### src/rtl/bc_pkg.sv
// Shared Bulls and Cows constants and types.
// Used by the keypad entry, game-logic and display stages.
package bc_pkg;
    localparam logic [3:0] EMPTY_NIBBLE = 4'hF;
    localparam int NUM_DIGITS = 4;
    localparam int NUM_KEYS = 10;

    typedef enum logic [1:0] {
        EMPTY,
        COLLECT,
        FULL
    } entry_state_t;
endpackage

### src/rtl/guess_entry_if.sv
// Keypad entry bundle: raw keys and clear in, assembled guess out
// over a valid/ready handshake towards the game logic.
interface guess_entry_if;
    import bc_pkg::*;

    logic [NUM_KEYS-1:0] key;
    logic                clear;
    logic                guess_ready;
    logic [15:0]         entry;
    logic [2:0]          digit_count;
    logic                guess_valid;
    logic                dup_err;
    logic [6:0]          attempts;

    modport master (
        input  key,
        input  clear,
        input  guess_ready,
        output entry,
        output digit_count,
        output guess_valid,
        output dup_err,
        output attempts
    );

    modport slave (
        output key,
        output clear,
        output guess_ready,
        input  entry,
        input  digit_count,
        input  guess_valid,
        input  dup_err,
        input  attempts
    );
endinterface

### src/rtl/key_debounce.sv
// Two-flop synchroniser plus restart-on-change debouncer.
// Emits a one-cycle press when the vector goes from zero to one-hot.
module key_debounce #(
    parameter int WIDTH           = 10,
    parameter int DEBOUNCE_CYCLES = 50000
) (
    input  logic             clk,
    input  logic             rst,
    input  logic [WIDTH-1:0] key,
    output logic [WIDTH-1:0] deb,
    output logic             press,
    output logic [3:0]       digit
);
    localparam int CW = $clog2(DEBOUNCE_CYCLES + 1);

    logic [WIDTH-1:0] sync1;
    logic [WIDTH-1:0] sync2;
    logic [WIDTH-1:0] cand;
    logic [WIDTH-1:0] deb_d;
    logic [CW-1:0]    cnt;
    logic [3:0]       enc;

    always_comb begin
        enc = '0;
        for (int i = 0; i < WIDTH; i++) begin
            if (deb[i]) enc = 4'(i);
        end
    end

    always_ff @(posedge clk or posedge rst) begin
        if (rst) begin
            sync1 <= '0;
            sync2 <= '0;
            cand  <= '0;
            deb   <= '0;
            deb_d <= '0;
            cnt   <= '0;
            press <= 1'b0;
            digit <= '0;
        end else begin
            sync1 <= key;
            sync2 <= sync1;
            deb_d <= deb;
            press <= $onehot(deb) && (deb_d == '0);
            digit <= enc;
            // cnt = clocks the candidate value has been held so far
            if (sync2 == deb) begin
                cand <= sync2;
                cnt  <= '0;
            end else if (sync2 != cand) begin
                cand <= sync2;
                cnt  <= CW'(1);
            end else if (cnt == CW'(DEBOUNCE_CYCLES - 1)) begin
                deb <= sync2;
                cnt <= '0;
            end else begin
                cnt <= cnt + 1'b1;
            end
        end
    end
endmodule

### src/rtl/guess_entry.sv
// Keypad front end: collects four distinct digits into a guess
// and offers it to the game logic over valid/ready.
module guess_entry
    import bc_pkg::*;
#(
    parameter int DEBOUNCE_CYCLES = 50000,
    parameter bit ALLOW_DUP       = 1'b0
) (
    input logic         clk,
    input logic         rst,
    guess_entry_if.master bus
);
    entry_state_t         state;
    logic [3:0]           slot [NUM_DIGITS];
    logic [2:0]           cnt_q;
    logic                 valid_q;
    logic                 dup_q;
    logic [6:0]           att_q;
    logic [NUM_KEYS-1:0]  deb;
    logic                 press;
    logic [3:0]           digit;
    logic                 dup;
    logic                 xfer;
    logic                 accept;

    key_debounce #(
        .WIDTH          (NUM_KEYS),
        .DEBOUNCE_CYCLES(DEBOUNCE_CYCLES)
    ) u_deb (
        .clk  (clk),
        .rst  (rst),
        .key  (bus.key),
        .deb  (deb),
        .press(press),
        .digit(digit)
    );

    assign xfer   = valid_q && bus.guess_ready;
    assign accept = press && $onehot(deb);

    always_comb begin
        dup = 1'b0;
        for (int i = 0; i < NUM_DIGITS; i++) begin
            if (3'(i) < cnt_q && slot[i] == digit) dup = 1'b1;
        end
        if (ALLOW_DUP) dup = 1'b0;
    end

    always_ff @(posedge clk or posedge rst) begin
        if (rst) begin
            state   <= EMPTY;
            cnt_q   <= '0;
            valid_q <= 1'b0;
            dup_q   <= 1'b0;
            att_q   <= '0;
            for (int i = 0; i < NUM_DIGITS; i++) slot[i] <= EMPTY_NIBBLE;
        end else begin
            dup_q <= 1'b0;
            if (xfer && att_q != 7'h7F) att_q <= att_q + 7'd1;
            // clear and a completed transfer both discard any same-cycle press
            if (bus.clear || xfer) begin
                state   <= EMPTY;
                cnt_q   <= '0;
                valid_q <= 1'b0;
                for (int i = 0; i < NUM_DIGITS; i++) slot[i] <= EMPTY_NIBBLE;
            end else begin
                unique case (state)
                    EMPTY, COLLECT: begin
                        if (accept && dup) begin
                            dup_q <= 1'b1;
                        end else if (accept) begin
                            slot[cnt_q[1:0]] <= digit;
                            cnt_q <= cnt_q + 3'd1;
                            if (cnt_q == 3'(NUM_DIGITS - 1)) begin
                                state   <= FULL;
                                valid_q <= 1'b1;
                            end else begin
                                state <= COLLECT;
                            end
                        end
                    end
                    FULL: ;
                    default: state <= EMPTY;
                endcase
            end
        end
    end

    assign bus.entry       = {slot[0], slot[1], slot[2], slot[3]};
    assign bus.digit_count = cnt_q;
    assign bus.guess_valid = valid_q;
    assign bus.dup_err     = dup_q;
    assign bus.attempts    = att_q;
endmodule

### src/flat_wrapper.sv
// flat-port wrapper written by rule: the top's interface ports become plain ports
module guess_entry_flat import bc_pkg::*;
#(
    parameter int DEBOUNCE_CYCLES = 50000,
    parameter bit ALLOW_DUP       = 1'b0
)
  (clk, rst, bus_key, bus_clear, bus_guess_ready, bus_entry, bus_digit_count, bus_guess_valid, bus_dup_err, bus_attempts);
  guess_entry_if bus_i ();
  input logic clk;
  input logic rst;
  input wire logic [$bits(bus_i.key)-1:0] bus_key;
  input wire logic [$bits(bus_i.clear)-1:0] bus_clear;
  input wire logic [$bits(bus_i.guess_ready)-1:0] bus_guess_ready;
  output wire logic [$bits(bus_i.entry)-1:0] bus_entry;
  output wire logic [$bits(bus_i.digit_count)-1:0] bus_digit_count;
  output wire logic [$bits(bus_i.guess_valid)-1:0] bus_guess_valid;
  output wire logic [$bits(bus_i.dup_err)-1:0] bus_dup_err;
  output wire logic [$bits(bus_i.attempts)-1:0] bus_attempts;
  assign bus_i.key = bus_key;
  assign bus_i.clear = bus_clear;
  assign bus_i.guess_ready = bus_guess_ready;
  assign bus_entry = bus_i.entry;
  assign bus_digit_count = bus_i.digit_count;
  assign bus_guess_valid = bus_i.guess_valid;
  assign bus_dup_err = bus_i.dup_err;
  assign bus_attempts = bus_i.attempts;
  guess_entry #(.DEBOUNCE_CYCLES(DEBOUNCE_CYCLES), .ALLOW_DUP(ALLOW_DUP)) u_core (.clk(clk), .rst(rst), .bus(bus_i));
endmodule
### config.mk
export PLATFORM = sky130hd
export DESIGN_NAME = guess_entry_flat
export DESIGN_NICKNAME = d
export VERILOG_FILES = /design/src/rtl/bc_pkg.sv /design/src/rtl/guess_entry_if.sv /design/src/rtl/key_debounce.sv /design/src/rtl/guess_entry.sv /design/src/flat_wrapper.sv
export SDC_FILE = /design/constraint.sdc
export NUM_CORES = 1
export LEC_CHECK = 0
export CORE_MARGIN = 2
export CORE_UTILIZATION = 45
export DETAILED_ROUTE_END_ITERATION = 10
export PLACE_DENSITY_LB_ADDON = 0.2
export SYNTH_ARGS = -nofsm -noshare
export SYNTH_HDL_FRONTEND = slang
export SYNTH_SLANG_ARGS = --single-unit
### constraint.sdc
create_clock -name clk -period 10.55 [get_ports clk]
set_clock_uncertainty 0.05 [all_clocks]
set_input_delay 1.055 -clock clk [delete_from_list [all_inputs] [get_ports clk]]
set_output_delay 1.055 -clock clk [all_outputs]
set_load 0.005 [all_outputs]
==> reports/metrics.cfg, run 1 <==
[power]
power.share.clock = 0.368
swShare = 0.243
p_int_uw = 500
switching_power_uw = 160
total_leakage_power_uw = 0.00225
ir_worst_vdd_v = 0.0000873
pwr-share-comb = 0.031
pwr_density_cell_nw_per_um2 = 123
seq_power_share = 0.602

[worst_setup_path]
required_ps = 10790
cp.arrival_ps = 4390
cp_max_fo = 7
cp_top_family = adder cells
crit_type = flip-flop to flip-flop
path_buf_inv = 4
crit_chain = inv_1 > ha_1 > inv_1 > fa_1 > fa_1 > inv_1 > fa_1 > inv_1 > fa_1 > a211oi_2 > mux2i_2 > nor4_4 > nand2_1 > nor3_4 > mux2i_1
worstRegToRegCells = 15
cp-start-kind = flip-flop
crit_path_max_incr_delay_ps = 530
end_kind = flip-flop
regToRegSetupSlack_ps = 6400
slowest_stage = fa_1
rr_startpoint = u_core.u_deb.deb[2]$_DFFE_PP0P_
r2r_end = u_core.bus.entry[5]$_DFFE_PP1P_

[sta]
rsz0062_at_grt = no
setup_tns_ps = 0
final_hold_viol_count = 0
drv_slew = 0
relSlewSlack = 0.389
tightest_slew_ps = 917
final.period_utilization = 0.393
setup_viol = 0
max_freq_mhz = 241
fin_crit_ps = 4150

[route]
wire_per_inst_um = 14.1
drt_pass1_iterations = 4
drc = 0
via_per_inst = 4.89
routed_wl_um = 7980
vias = 2766
initialDrtViolationCount = 152
drtAntennaViolNets = 0

[layout]
area_growth_pct = 15.4
nFillCells = 891
diodes = 0
nets = 461
final_cells = 566
layout-drive-gt1-share = 0.135
final_util = 0.528

[synthesis]
synth_xor_area_frac = 0.104
synth_compound_area_frac = 0.0405
avgSynthCellArea_um2 = 11.9
synth_top_family_by_area = simple AND/OR/NAND/NOR gates
synth_nets = 426
synth_simple_gate_area_frac = 0.136
ys_ff_latch = 101
syn-cell-area_um2 = 4640
synth_cells = 390
synthMuxAreaShare = 0.0664
yosysWarnings = 0
ys_seq_area_frac = 0.550
synth.distinct_cells = 40
synth_fa_ha_area_frac = 0.0691

[die]
core_area_um2 = 10100
fp.dieH_um = 105
die_area_um2 = 11100
start_util = 0.457
ioPinCount = 42
die_x_um = 105
rows = 37

[place]
dp.cells = 550
globalplace.congestion = 0.785
dp_hpwl_um = 5820
port_buffers = 41

[clocking]
postCtsSetupBuffers = 0
postCtsHoldBufs = 0
cts_root_buf = clkbuf_8
clock_latency_ps = 370
cts_tree = built
clock-sinks = 101
numCtsBuffers = 9
cts.reportedPaths.clkPinSlew_ps = 100
cts_buffer_depth = 2
cts_resized = 0
ctsHtreeMaxLevel = 3

[global_routing]
antenna_found_initial = 0
grt_overflow = 0
grt_pass1_vias = 2767
grt_max_degree = 71
track_usage = 0.157
grt_pass1_wl_um = 13700

[job]
cap_viol_max_count = 0

[hold_path]
worstHoldPathType = flip-flop to flip-flop
hp-start = u_core.u_deb.sync1[6]$_DFF_PP0_
holdPathEnd = u_core.u_deb.sync2[6]$_DFF_PP0_
whs_path_depth = 0

[run_status]
outcome = finished, final reports clean

==> power by group through the flow <==
stage	Combinational [uW]	Sequential, uW	Clock (uW)
finish	20.2	397	243
global route	23.3	398	268
CTS	21.2	397	251
detailed placement	21.2	405	0
global placement	21.1	404	0
floorplan	13.3	403	0
==> flip-flops by register name, indices dropped and copies added (netlist names) <==
| register | cells |
|---|---|
| u_core.bus.attempts | 7 |
| u_core.bus.digit_count | 3 |
| u_core.bus.dup_err | 1 |
| u_core.bus.entry | 16 |
| u_core.bus.guess_valid | 1 |
| u_core.state | 2 |
| u_core.u_deb.cand | 10 |
| u_core.u_deb.cnt | 16 |
| u_core.u_deb.deb | 10 |
| u_core.u_deb.deb_d | 10 |
| u_core.u_deb.digit | 4 |
| u_core.u_deb.press | 1 |
| u_core.u_deb.sync1 | 10 |
| u_core.u_deb.sync2 | 10 |
==> worst max path at each step <==
stage                               startpoint                               end  slack, ps  depth (start not counted)
3_5_place_dp   u_core.u_deb.deb[2]$_DFFE_PP0P_   u_core.bus.entry[6]$_DFFE_PP1P_       6410                         15
6_report       u_core.u_deb.deb[2]$_DFFE_PP0P_   u_core.bus.entry[5]$_DFFE_PP1P_       6400                         15
4_1_cts        u_core.u_deb.deb[2]$_DFFE_PP0P_   u_core.bus.entry[5]$_DFFE_PP1P_       6370                         15
2_1_floorplan  u_core.u_deb.deb[2]$_DFFE_PP0P_  u_core.bus.entry[10]$_DFFE_PP1P_       6760                         15
3_3_place_gp   u_core.u_deb.deb[2]$_DFFE_PP0P_   u_core.bus.entry[6]$_DFFE_PP1P_       6490                         15
5_1_grt        u_core.u_deb.deb[2]$_DFFE_PP0P_   u_core.bus.entry[6]$_DFFE_PP1P_       6060                         15
==> synthesized netlist by cell type <==
library cell,n,share of area
nand2_2,1,0.0014
nor2b_1,2,0.0027
nor3_1,6,0.0065
xor2_1,33,0.062
nand3_1,8,0.0086
nor2_1,45,0.036
a211o_1,1,0.0019
nor4_4,1,0.0046
dfstp_2,16,0.091
clkbuf_1,13,0.011
dfrtp_1,85,0.46
xnor2_1,22,0.042
a211oi_2,1,0.0027
nand2b_1,5,0.0067
nor4_1,8,0.011
a211oi_1,3,0.0049
o31ai_1,2,0.0032
nor3_4,4,0.014
nor2_4,1,0.0024
ha_1,16,0.043
buf_2,5,0.0054
a31o_2,2,0.0038
mux2_2,11,0.027
nand2_1,17,0.014
a21oi_1,6,0.0065
mux2i_1,17,0.037
and3_1,6,0.0081
o21ai_0,2,0.0022
o21a_1,3,0.0049
inv_1,23,0.019
a31oi_1,3,0.0040
fa_1,6,0.026
o31ai_4,1,0.0046
mux2i_2,1,0.0030
and4_2,1,0.0022
and4_1,1,0.0019
nand4_1,8,0.011
nor4b_1,2,0.0038
or3_1,1,0.0014
o31a_1,1,0.0019
==> placed cells by master (no fill, tap or decap), types with 2 or more instances in the layout <==
cell type and instances:
dfrtp_1 85, nor2_1 45, clkdlybuf4s50_1 41, xor2_1 33
xnor2_1 22, inv_1 22, nand2_1 17, mux2i_1 17
ha_1 16, dfstp_2 16, mux2_2 11, clkbuf_8 10
nor4_1 8, nand3_1 8, nand4_1 8, a21oi_1 6
nor3_1 6, and3_1 6, fa_1 6, nand2b_1 5
nor3_4 4, a31oi_1 3, o21a_1 3, a211oi_1 3
inv_8 3, a31o_2 2, nor4b_1 2, nor2b_1 2
o21ai_0 2, o31ai_1 2, inv_6 2
==> logic make-up after synthesis <==
group / count (synthesis)
AOI/OAI and AO/OA: 25
xor gates and xnor gates: 55
adders and majority gates: 22
buffers and inverters: 41
DFF: 101
muxes: 29
and+or+nand+nor: 117
==> stage by stage <==
step                hold slack, ps  cell area (um2)  setup WS, ps  power, uW
floorplan                      281             4640          6760        417
global placement               281             5150          6490        425
detailed placement             286             5150          6410        426
CTS                            310             5350          6370        670
global route                   315             5350          6060        689
finish                         309             5350          6400        660
==> cell type report <==
type	instances	area (um2)	area share
multi-input cells	248	1930	0.360
inverters	23	88.8	0.0166
clock buffers	10	138	0.0257
flip-flops and latches	101	2550	0.476
well taps	136	170	0.0318
clock inverters	6	58.8	0.0110
repair buffers	42	418	0.0781
==> worst reg2reg max path: stages, from the launching register on <==
cell,delay [ps]
dfrtp_1,460
inv_1,80
ha_1,290
inv_1,50
fa_1,530
fa_1,420
inv_1,80
fa_1,210
inv_1,70
fa_1,410
a211oi_2,180
mux2i_2,130
nor4_4,440
nand2_1,170
nor3_4,280
mux2i_1,240
==> routing by layer <==
| metal | track usage | vias up | share of wire |
|---|---|---|---|
| li1 | - | 1367 | - |
| met4 | 0.0517 | 0 | 0.014 |
| met5 | 0 | - | 0 |
| met1 | 0.204 | 1351 | 0.47 |
| met3 | 0.0396 | 10 | 0.031 |
| met2 | 0.259 | 38 | 0.49 |
Power figures use the tool's default switching activity.
==> inputs of run 2 (changes only) <==
- clock period: 10.55 -> 3.43 ns (I/O delays scaled with it)
==> run 2 against run 1 <==
The run now ends with setup timing left; final cell count grew 4.1%; clock-buffer cell count is the same; routed wire length up 4.8%; via count grew 4.8%; sequential power grew to 3.1 times the previous value; setup slack lost 6800 ps; non-clock buffer count increased by 23; global-route usage grew 0.58 points; sequential share of layout area is 2.2 points lower; largest power group unchanged.
==> reports/metrics.cfg, run 2 (synthesized netlist as in run 1, its figures left out) <==
[die]
core_area_um2 = 10100  ; unchanged
die_x_um = 105  ; unchanged
die_area_um2 = 11100  ; unchanged
ioPinCount = 42  ; unchanged
fp.dieH_um = 105  ; unchanged
rows = 37  ; unchanged
start_util = 0.457  ; unchanged

[clocking]
cts_root_buf = clkbuf_8
postCtsHoldBufs = 0  ; unchanged
cts_buffer_depth = 2  ; unchanged
numCtsBuffers = 9  ; unchanged
ctsHtreeMaxLevel = 3  ; unchanged
clock-sinks = 101  ; unchanged
clock_latency_ps = 380  ; about the same
cts_tree = built
cts.reportedPaths.clkPinSlew_ps = 110  ; about the same

[layout]
final_util = 0.553  ; +0.0252
nFillCells = 862  ; -3.3%
diodes = 0  ; unchanged
multi_input_area_um2 = 2000  ; +3.6%
final_area_um2 = 5600  ; +4.8%
final_cells = 589  ; +4.1%
layout-drive-gt1-share = 0.210  ; +0.0748
nets = 484  ; +5.0%
final_common_cell = dfrtp_1
mostFrequentLayoutCells = dfrtp_1 (85), nor2_1 (44), clkdlybuf4s50_1 (41)
final-seq-area_um2 = 2550  ; unchanged
area_growth_pct = 20.9

[global_routing]
grt_overflow = 0  ; unchanged
grt_max_degree = 56  ; -21%
track_usage = 0.163  ; +0.00579
grt_pass1_vias = 2980  ; +7.7%
antenna_found_initial = 0  ; unchanged
grt_pass1_wl_um = 14300  ; +4.4%

[worst_setup_path]
worstRegToRegCells = 16  ; +1
path_buf_inv = 5  ; +1
end_kind = flip-flop
cp_num_cells = 16  ; +1
cp-start-kind = flip-flop
cp_top_family = adder cells
crit_chain = inv_2 > ha_4 > inv_2 > fa_1 > fa_1 > inv_1 > fa_2 > inv_2 > fa_2 > a211oi_2 > mux2i_2 > nor4_4 > buf_6 > nand2_4 > nor3_4 > mux2i_1
crit_type = flip-flop to flip-flop
worst_path_most_repeated_cell = inv_2
required_ps = 3690  ; -7100 ps
cp.arrival_ps = 4050  ; -340 ps
cp_max_fo = 5  ; -2
crit_path_max_incr_delay_ps = 540  ; about the same
slowest_stage = fa_1

[route]
initialDrtViolationCount = 90  ; -41%
drc = 0  ; unchanged
drt_pass1_iterations = 4  ; unchanged
wire_per_inst_um = 14.2  ; +0.71%
drtAntennaViolNets = 0  ; unchanged
routed_wl_um = 8360  ; +4.8%
via_per_inst = 4.92  ; +0.68%
vias = 2898  ; +4.8%

[sta]
relSlewSlack = 0.348  ; -0.0407
rsz0062_at_grt = yes
drv_slew = 0  ; unchanged
fin_crit_ps = 3790  ; -356 ps
final_hold_viol_count = 0  ; unchanged
hold_slack_ps = 304  ; -4.48 ps
setup_viol = 22  ; +22
max_freq_mhz = 264  ; +9.4%
setup_slack_ps = -363  ; -6760 ps
tightest_slew_ps = 978  ; +61.1 ps
final.period_utilization = 1.11  ; +0.713

[place]
place_ws_ps = -439  ; -6850 ps
placed_area_um2 = 5280  ; +2.5%
port_buffers = 41  ; unchanged
globalplace.congestion = 0.785  ; about the same
dp_hpwl_um = 5950  ; +2.2%
dp.cells = 566  ; +2.9%

[power]
ir_worst_vdd_v = 0.000213  ; +140%
power.share.clock = 0.359  ; -0.009
swShare = 0.244  ; +0.00166
switching_power_uw = 490  ; +210%
total_leakage_power_uw = 0.00240  ; +6.9%
pwr-share-comb = 0.032  ; about the same
seq_power_share = 0.609  ; +0.007
pwr_density_cell_nw_per_um2 = 358  ; +190%
p_int_uw = 1510  ; +200%

[hold_path]
worstHoldPathType = flip-flop to flip-flop
whs_path_depth = 0  ; unchanged

[run_status]
violations = setup timing
outcome = finished, violations left

[job]
cap_viol_max_count = 0  ; unchanged

[run 2: changes by cell type in the layout (fill, tap and decap cells not counted), moves of 3 or more]
| cell | change |
|---|---|
| inv_1 | -4 |
| buf_4 | +19 |
| buf_6 | +3 |
| inv_2 | +4 |
| nand2_1 | -3 |
| clkinv_4 | +4 |
[run 2: routing by layer]
metal	part of all wire	track usage	wire (um)
met5	0	0	0
met4	0.015	0.0545	127
met3	0.030	0.0377	249
met2	0.50	0.268	4200
met1	0.45	0.214	3790
[run 2: path summary, 6_finish.rpt]
check	startpoint	to	slack (ps)
max in group asynchronous	rst	u_core.u_deb.deb_d[2]$_DFF_PP0_	2250
min reg2reg	u_core.u_deb.sync1[8]$_DFF_PP0_	u_core.u_deb.sync2[8]$_DFF_PP0_	300
max	u_core.u_deb.deb[4]$_DFFE_PP0P_	u_core.bus.entry[5]$_DFFE_PP1P_	-360
max reg2reg	u_core.u_deb.deb[4]$_DFFE_PP0P_	u_core.bus.entry[5]$_DFFE_PP1P_	-360
min in group asynchronous	rst	u_core.u_deb.cnt[14]$_DFF_PP0_	360
min	u_core.u_deb.sync1[8]$_DFF_PP0_	u_core.u_deb.sync2[8]$_DFF_PP0_	300
[run 2: layout make-up]
type / instances / share of cell area
clock inverters: 6 / 0.0103
clock buffers: 10 / 0.0228
multi-input cells: 248 / 0.357
flip-flops and latches: 101 / 0.455
well taps: 136 / 0.0304
inverters: 23 / 0.0159
repair buffers: 65 / 0.110
[run 2: power by group through the flow]
stage                     logic, uW  registers, uW  clock network (uW)
after detailed placement       66.6           1240                   0
after floorplan                41.0           1240                   0
after CTS                      66.8           1220                 739
after global placement         65.5           1240                   0
after global routing           74.4           1220                 790
final                          64.2           1220                 719
[run 2: metrics by stage]
| stage | TNS [ps] | total power (uW) |
|---|---|---|
| 4_1_cts | -7700 | 2030 |
| 3_3_place_gp | -5020 | 1310 |
| 5_1_grt | -11720 | 2090 |
| 6_report | -6980 | 2000 |
| 2_1_floorplan | -3460 | 1280 |
| 3_5_place_dp | -7880 | 1310 |
[run 2: repair_timing]
| item | 4_1_cts | 5_1_grt |
|---|---|---|
| endpoints found under the setup margin | 22 | 24 |
| hold endpoints to repair | 0 | 0 |
| pin swaps | 4 | 14 |
| gates resized for setup | 8 | 10 |
| setup buffers | 5 | 3 |
[run 2: worst register-to-register path, stage by stage, from the launching register on]
cell	delay, ps
dfrtp_1	390
inv_2	60
ha_4	260
inv_2	30
fa_1	540
fa_1	410
inv_1	80
fa_2	200
inv_2	40
fa_2	360
a211oi_2	250
mux2i_2	140
nor4_4	160
buf_6	170
nand2_4	50
nor3_4	300
mux2i_1	250
